**config.mk**
```make
export PLATFORM = sky130hd
export DESIGN_NAME = mac_operand_loader
export DESIGN_NICKNAME = d
export VERILOG_FILES = /design/src/rtl/mac_operand_loader.sv
export SDC_FILE = /design/constraint.sdc
export NUM_CORES = 1
export LEC_CHECK = 0
export ABC_AREA = 1
export BUFFER_PORTS_ARGS = -buffer_cell sky130_fd_sc_hd__buf_2
export CELL_PAD_IN_SITES_DETAIL_PLACEMENT = 0
export CELL_PAD_IN_SITES_GLOBAL_PLACEMENT = 1
export CORE_MARGIN = 2
export CORE_UTILIZATION = 40
export DETAILED_ROUTE_END_ITERATION = 12
export GPL_TIMING_DRIVEN = 0
export PLACE_DENSITY_LB_ADDON = 0.08
export REMOVE_ABC_BUFFERS = 1
export SYNTH_ARGS = -nofsm -noshare
export SYNTH_HDL_FRONTEND = slang
export SYNTH_SLANG_ARGS = --single-unit
```
**constraint.sdc**
```tcl
create_clock -name clk -period 1.7 [get_ports clk]
set_input_delay 0.17 -clock clk [delete_from_list [all_inputs] [get_ports clk]]
set_output_delay 0.17 -clock clk [all_outputs]
set_load 0.02 [all_outputs]
```
**src/rtl/mac_operand_loader.sv**
```systemverilog
// mac_operand_loader
// Byte-serial front end for the registered multiply-add stage. Collects
// ordered A, B, C words, presents each complete triplet on stable parallel
// buses with a one-cycle op_strobe, and raises res_valid in the cycle the
// multiply-add stage's DATA_OUT holds that triplet's result.
//
// Optional build: define MAC_LOADER_TRIPLET_CNT_EN to add a wrapping
// triplet counter (triplet_cnt) and a saturating resync counter (err_cnt).
//
// Handshake: a word transfers on a rising clk edge where in_valid && in_ready.
// in_ready is 1 while collecting A or B; while waiting for C it follows !stall,
// so a stalled downstream holds the last word (and any resync word) upstream.
// in_ready never depends on in_valid.
module mac_operand_loader #(
  parameter int DATA_WIDTH = 8
) (
  input  logic                  clk,
  input  logic                  rst_n,
  input  logic [DATA_WIDTH-1:0] in_data,
  input  logic                  in_valid,
  input  logic                  in_first,
  output logic                  in_ready,
  input  logic                  stall,
  output logic [DATA_WIDTH-1:0] A,
  output logic [DATA_WIDTH-1:0] B,
  output logic [DATA_WIDTH-1:0] C,
  output logic                  op_strobe,
  output logic                  res_valid,
  output logic                  sync_err
`ifdef MAC_LOADER_TRIPLET_CNT_EN
  ,
  output logic [15:0]           triplet_cnt,
  output logic [7:0]            err_cnt
`endif
);

  typedef enum logic [1:0] {
    WAIT_A = 2'd0,
    WAIT_B = 2'd1,
    WAIT_C = 2'd2
  } state_t;

  // state_q is the single source of FSM state; checkers bind to it directly.
  state_t                state_q;
  state_t                state_d;
  logic [DATA_WIDTH-1:0] shadow_a;
  logic [DATA_WIDTH-1:0] shadow_b;
  logic                  accept;
  logic                  load_a;
  logic                  load_b;
  logic                  fire;
  logic                  resync;

  // Ready is withheld only while the C word would launch a new triplet.
  always_comb begin
    in_ready = 1'b1;
    if (state_q == WAIT_C) in_ready = !stall;
  end

  assign accept = in_valid && in_ready;

  // Next-state and datapath controls; in_first restarts a frame from B or C.
  always_comb begin
    state_d = state_q;
    load_a  = 1'b0;
    load_b  = 1'b0;
    fire    = 1'b0;
    resync  = 1'b0;
    case (state_q)
      WAIT_A: begin
        if (accept) begin
          load_a  = 1'b1;
          state_d = WAIT_B;
        end
      end
      WAIT_B: begin
        if (accept) begin
          if (in_first) begin
            load_a  = 1'b1;
            resync  = 1'b1;
            state_d = WAIT_B;
          end else begin
            load_b  = 1'b1;
            state_d = WAIT_C;
          end
        end
      end
      WAIT_C: begin
        if (accept) begin
          if (in_first) begin
            load_a  = 1'b1;
            resync  = 1'b1;
            state_d = WAIT_B;
          end else begin
            fire    = 1'b1;
            state_d = WAIT_A;
          end
        end
      end
      default: state_d = WAIT_A;
    endcase
  end

  // FSM state register.
  always_ff @(posedge clk or negedge rst_n) begin
    if (!rst_n) state_q <= WAIT_A;
    else        state_q <= state_d;
  end

  // Shadow operands collect A and B until C completes the triplet.
  always_ff @(posedge clk or negedge rst_n) begin
    if (!rst_n) begin
      shadow_a <= '0;
      shadow_b <= '0;
    end else begin
      if (load_a) shadow_a <= in_data;
      if (load_b) shadow_b <= in_data;
    end
  end

  // Output operands move only when a triplet fires, so the multiply-add
  // stage keeps recomputing the same result between triplets.
  always_ff @(posedge clk or negedge rst_n) begin
    if (!rst_n) begin
      A <= '0;
      B <= '0;
      C <= '0;
    end else if (fire) begin
      A <= shadow_a;
      B <= shadow_b;
      C <= in_data;
    end
  end

  // Pulses: res_valid trails op_strobe by the multiply-add register stage.
  always_ff @(posedge clk or negedge rst_n) begin
    if (!rst_n) begin
      op_strobe <= 1'b0;
      res_valid <= 1'b0;
      sync_err  <= 1'b0;
    end else begin
      op_strobe <= fire;
      res_valid <= op_strobe;
      sync_err  <= resync;
    end
  end

`ifdef MAC_LOADER_TRIPLET_CNT_EN
  // Triplet count wraps; resync count saturates at all-ones.
  always_ff @(posedge clk or negedge rst_n) begin
    if (!rst_n) begin
      triplet_cnt <= '0;
      err_cnt     <= '0;
    end else begin
      if (fire) triplet_cnt <= triplet_cnt + 16'd1;
      if (resync && (err_cnt != 8'hFF)) err_cnt <= err_cnt + 8'd1;
    end
  end
`endif

endmodule

```
Yosys cells after proc, flatten, opt, wreduce, memory -nomap -nowiden
Index checks and enable logic that the tools add are counted.
- eq/ne operators: 5
- muxes and demuxes: 16
- reduce and logical (&&, ||, !) cells: 5
- operator list (kind ; number):
    1-bit two-way mux ; 10
    2-bit two-way mux ; 4
    2-bit != test (second input constant) ; 3
    2-bit one-hot mux with 3 select lines ; 1
    3-bit AND reduction ; 1
    2-bit by 1-bit == test with 1-bit output (second input constant) ; 1
    2-bit == test (second input constant) ; 1
    2-bit logical NOT ; 1
    1-bit one-hot mux with 2 select lines ; 1
    2-bit OR reduction ; 1
    1-bit logical AND ; 1
    1-bit logical NOT ; 1
- bits in registers: 45
- output and inout bits: 28
- logic and storage cells: 35

Logic depth before layout (Yosys ltp)
- depth in word-level cells: 5
- depth in mapped cells: 8

Worst setup path after synthesis
Ideal clock, no wire load.
- path type: register to register
- start: register state_q[0]
- end: register A[0]
- setup time: 0.123 ns
- data arrival time: 1.316 ns
- path slack: 0.261 ns
- cell stages (with the launch flop): 8
- clock period less this slack: 1.439 ns
- path through: dfrtp_1 -> inv_1 -> ha_1 -> nand2_2 -> nand2_4 -> buf_4 -> o21ai_0 -> nand2_1
- cells in the longest elaborated chain, start to end: 5
- RTL lines (item ; line ; text):
    start, declared ; 44 ; state_t state_q;
    start signal, assigned ; 107 ; else state_q <= state_d;
    2-bit == test ; 57 ; if (state_q == WAIT_C) in_ready = !stall;
    1-bit two-way mux ; 57 ;
    net in_ready ; 22 ; output logic in_ready,
    1-bit logical AND ; 60 ; assign accept = in_valid && in_ready;
    1-bit two-way mux ; - ;
    1-bit two-way mux ; 69 ; case (state_q)
    end signal, assigned ; 129 ; A <= shadow_a;
    end, declared ; 24 ; output logic [DATA_WIDTH-1:0] A,
The timed path passes the listed nets, and every way through them passes these cells.
A chain may end at the register's enable or synchronous reset.

Worst setup path after layout
- start: register state_q[0]
- end: register B[2]
- cells in the longest elaborated chain, start to end: 5
- RTL lines (item ; line ; text):
    2-bit == test (*) ; 57, 69 ;
    1-bit two-way mux ; 57 ;
    1-bit logical AND ; 60 ;
    1-bit two-way mux ; - ;
    1-bit two-way mux (*) ; 69 ;
    end signal, assigned ; 130 ; B <= shadow_b;
    end, declared ; 25 ; output logic [DATA_WIDTH-1:0] B,
Every way passes the cells marked *; elsewhere a longest branch is shown, timed or not.

==> metrics <==
Slew Limit Headroom=33.4%; Final Util=49.3%; unrepaired setup endpoints after global routing=no; clk root buf=clkbuf_8; Layout fillers=482; Tot GR Track Use=17.9%; Main synth FF type=dfrtp_1; antenna violations before repair=0; Sw Pwr=1.56 mW; reg2reg start=state_q[0]; total grt overflow=0; first-pass GRT wire length=7200 um; EDFF count, synth=0; Logic pwr share=36.1%; final antenna-violating net count=0; DP HPWL=2570 um; gpl congestion=0.715; sequential share of the synthesized area=58.9%; Crit Path Max Fanout=19; Critical Path AT=1730 ps; post-DR wirelength/cell=14.2 um; Avg Synthesized Cell Area=9.27 sq um; register share of total power=43.7%; Vias per Instance=4.92; Cells after Synth=206; Fin Hold WS=39.2 ps; endpoints failing setup=0; hold crit path type=input port to asynchronous set/reset pin; WS Path Type=flop to flop; netlist area before placement=0.00191 sq mm; Ant. Diodes=0; startpoint class of the critical path=flop; Worst path slowest cell=dfrtp_1; nets@finish=267; leak pwr=1.29 nW; clock buffer depth=2; CP max stage delay=420 ps; layout cells sized above 1=25.9%; synth warn=0; Final Critical Period=1540 ps; number of cells on the worst reg-to-reg path=8; vias in the first global route=1,517; Syn-to-layout area delta=20.2%; leading cell type in the layout, fill and taps excluded=nand2_1; r2r setup slk=160 ps; Ports=41; drt first pass iters=4; Residual DRC=0; Synth cell types=21; Initial Util=41.0%; clock share of power=20.2%; endpoints failing hold=0; Slew Viols, Final=0; most frequent cells in the layout=nand2_1 (85), dfrtp_1 (45), buf_2 (40), o21ai_0 (23); setup TNS=0 ps; outcome=finished, final reports clean; Crit. End Element=flop; clock net sink count=45; Site Rows=25; register clock-pin slew on the reported worst setup and hold paths=90 ps; Die Wd=73.1 um; Core Area=0.00466 sq mm; Worst EP required=1880 ps; H-tree levels=2; largest net degree at the start of global routing=46; Cell Chain, Critical Path=inv_1 > ha_2 > nand2_4 > nand2_8 > nor2_4 > buf_4 > nand2_2 > nand2_1; Max Freq=0.649 GHz; Max IR drop VDD=0.677 mV; Critical path origin=state_q[0]; Sw Share=39.1%; PortBufs=40; Clock Skew=10.1 ps; PD cells=1730 mW/mm^2; actual slew at the worst max-slew pin=999 ps; die area=0.00535 sq mm; Hold Buf Count CTS=0; CTS buffer count=5; Tot Pwr=3.98 mW; FF+latch count, synth=45; final WL=4320 um; max cap viols=0; vias=1,501; Iter 0 DRT Violations=44; clock latency on the worst-skew pair=300 ps; Vert. Die Dim=73.1 um; share of flip-flops with an asynchronous set or reset=100%; multi-input logic area=747 sq um; CTS tree=done; Sequential Area=0.00113 sq mm; Final Cycle Share=90.6%; Internal Pwr Total=2.42 mW
==> synth_stat cells (2+ instances only) <==
cell / number / area [sq um]
nand3_1: 9 / 45.0
a21oi_1: 2 / 10.0
o21ai_1: 9 / 45.0
nand2_1: 86 / 323
dfrtp_1: 45 / 1130
o21ai_0: 23 / 115
nand2_2: 5 / 31.3
buf_6: 2 / 22.5
ha_1: 4 / 50.1
buf_4: 2 / 15.0
inv_1: 7 / 26.3
nor2_1: 2 / 7.51
clkbuf_2: 2 / 10.0
==> through the flow <==
stage	cell area [sq um]	setup slack, ps	instances
final	2300	159	305
after global routing	2300	13.5	305
after CTS	2270	25.5	304
after detailed placement	2120	-146	293
after global placement	2120	-128	293
after floorplan	1850	191	199
==> routing by layer <==
layer,global-route usage (%),vias to the layer above,part of all wire (%)
met2,29.9,34,48
met3,4.42,6,4.1
met5,0,-,0
li1,-,747,-
met4,6.79,0,1.7
met1,22.2,714,46
==> state kept, by name, indices dropped and copies added (netlist names) <==
signal	cells
sync_err	1
A	8
res_valid	1
op_strobe	1
state_q	2
C	8
shadow_b	8
shadow_a	8
B	8
==> cells by family after synthesis <==
family | after synthesis | share of synthesized area (%)
AOI/OAI and AO/OA | 34 | 8.91
adders and majority gates | 4 | 2.62
buffers and inverters | 15 | 4.85
DFF | 45 | 58.9
and+or+nand+nor | 108 | 24.7
==> critical path, delay by kind of cell (launching register included) <==
kind | cells | cell delay [ps]
flip-flops | 1 | 420
adder cells (fa/ha/maj) | 1 | 260
buffers and inverters | 2 | 280
AND/OR/NAND/NOR | 5 | 470
==> what timing repair did <==
action | in CTS | in global routing
gates cloned | 1 | 1
resized for setup | 2 | 5
buffers inserted | 2 | 0
endpoints found under the setup margin | 33 | 35
hold endpoints to repair | 0 | 0
pin swaps | 2 | 3
==> power by group through the flow <==
stage / clock (mW) / sequential (mW) / combinational, mW
5_1_grt: 0.866 / 1.79 / 1.66
3_5_place_dp: 0 / 1.77 / 1.40
6_report: 0.804 / 1.74 / 1.44
2_1_floorplan: 0 / 2.06 / 0.622
4_1_cts: 0.826 / 1.75 / 1.43
3_3_place_gp: 0 / 1.75 / 1.40
==> layout make-up <==
| class | count | share of cell area (%) |
|---|---|---|
| Clock buffer | 6 | 3.16 |
| Sequential cell | 45 | 49.0 |
| Inverter | 8 | 1.31 |
| Multi-Input combinational cell | 148 | 32.5 |
| Clock inverter | 2 | 1.69 |
| Timing Repair Buffer | 42 | 9.37 |
| Tap cell | 54 | 2.94 |
==> worst paths after layout <==
kind / endpoint
worst max-delay path: B[2]
worst min register to register: res_valid
max in group asynchronous: state_q[0]
worst max register to register: B[2]
worst min-delay path: A[6]
min in group clk: shadow_b[0]
No activity file was read; power rests on OpenSTA's default activity.
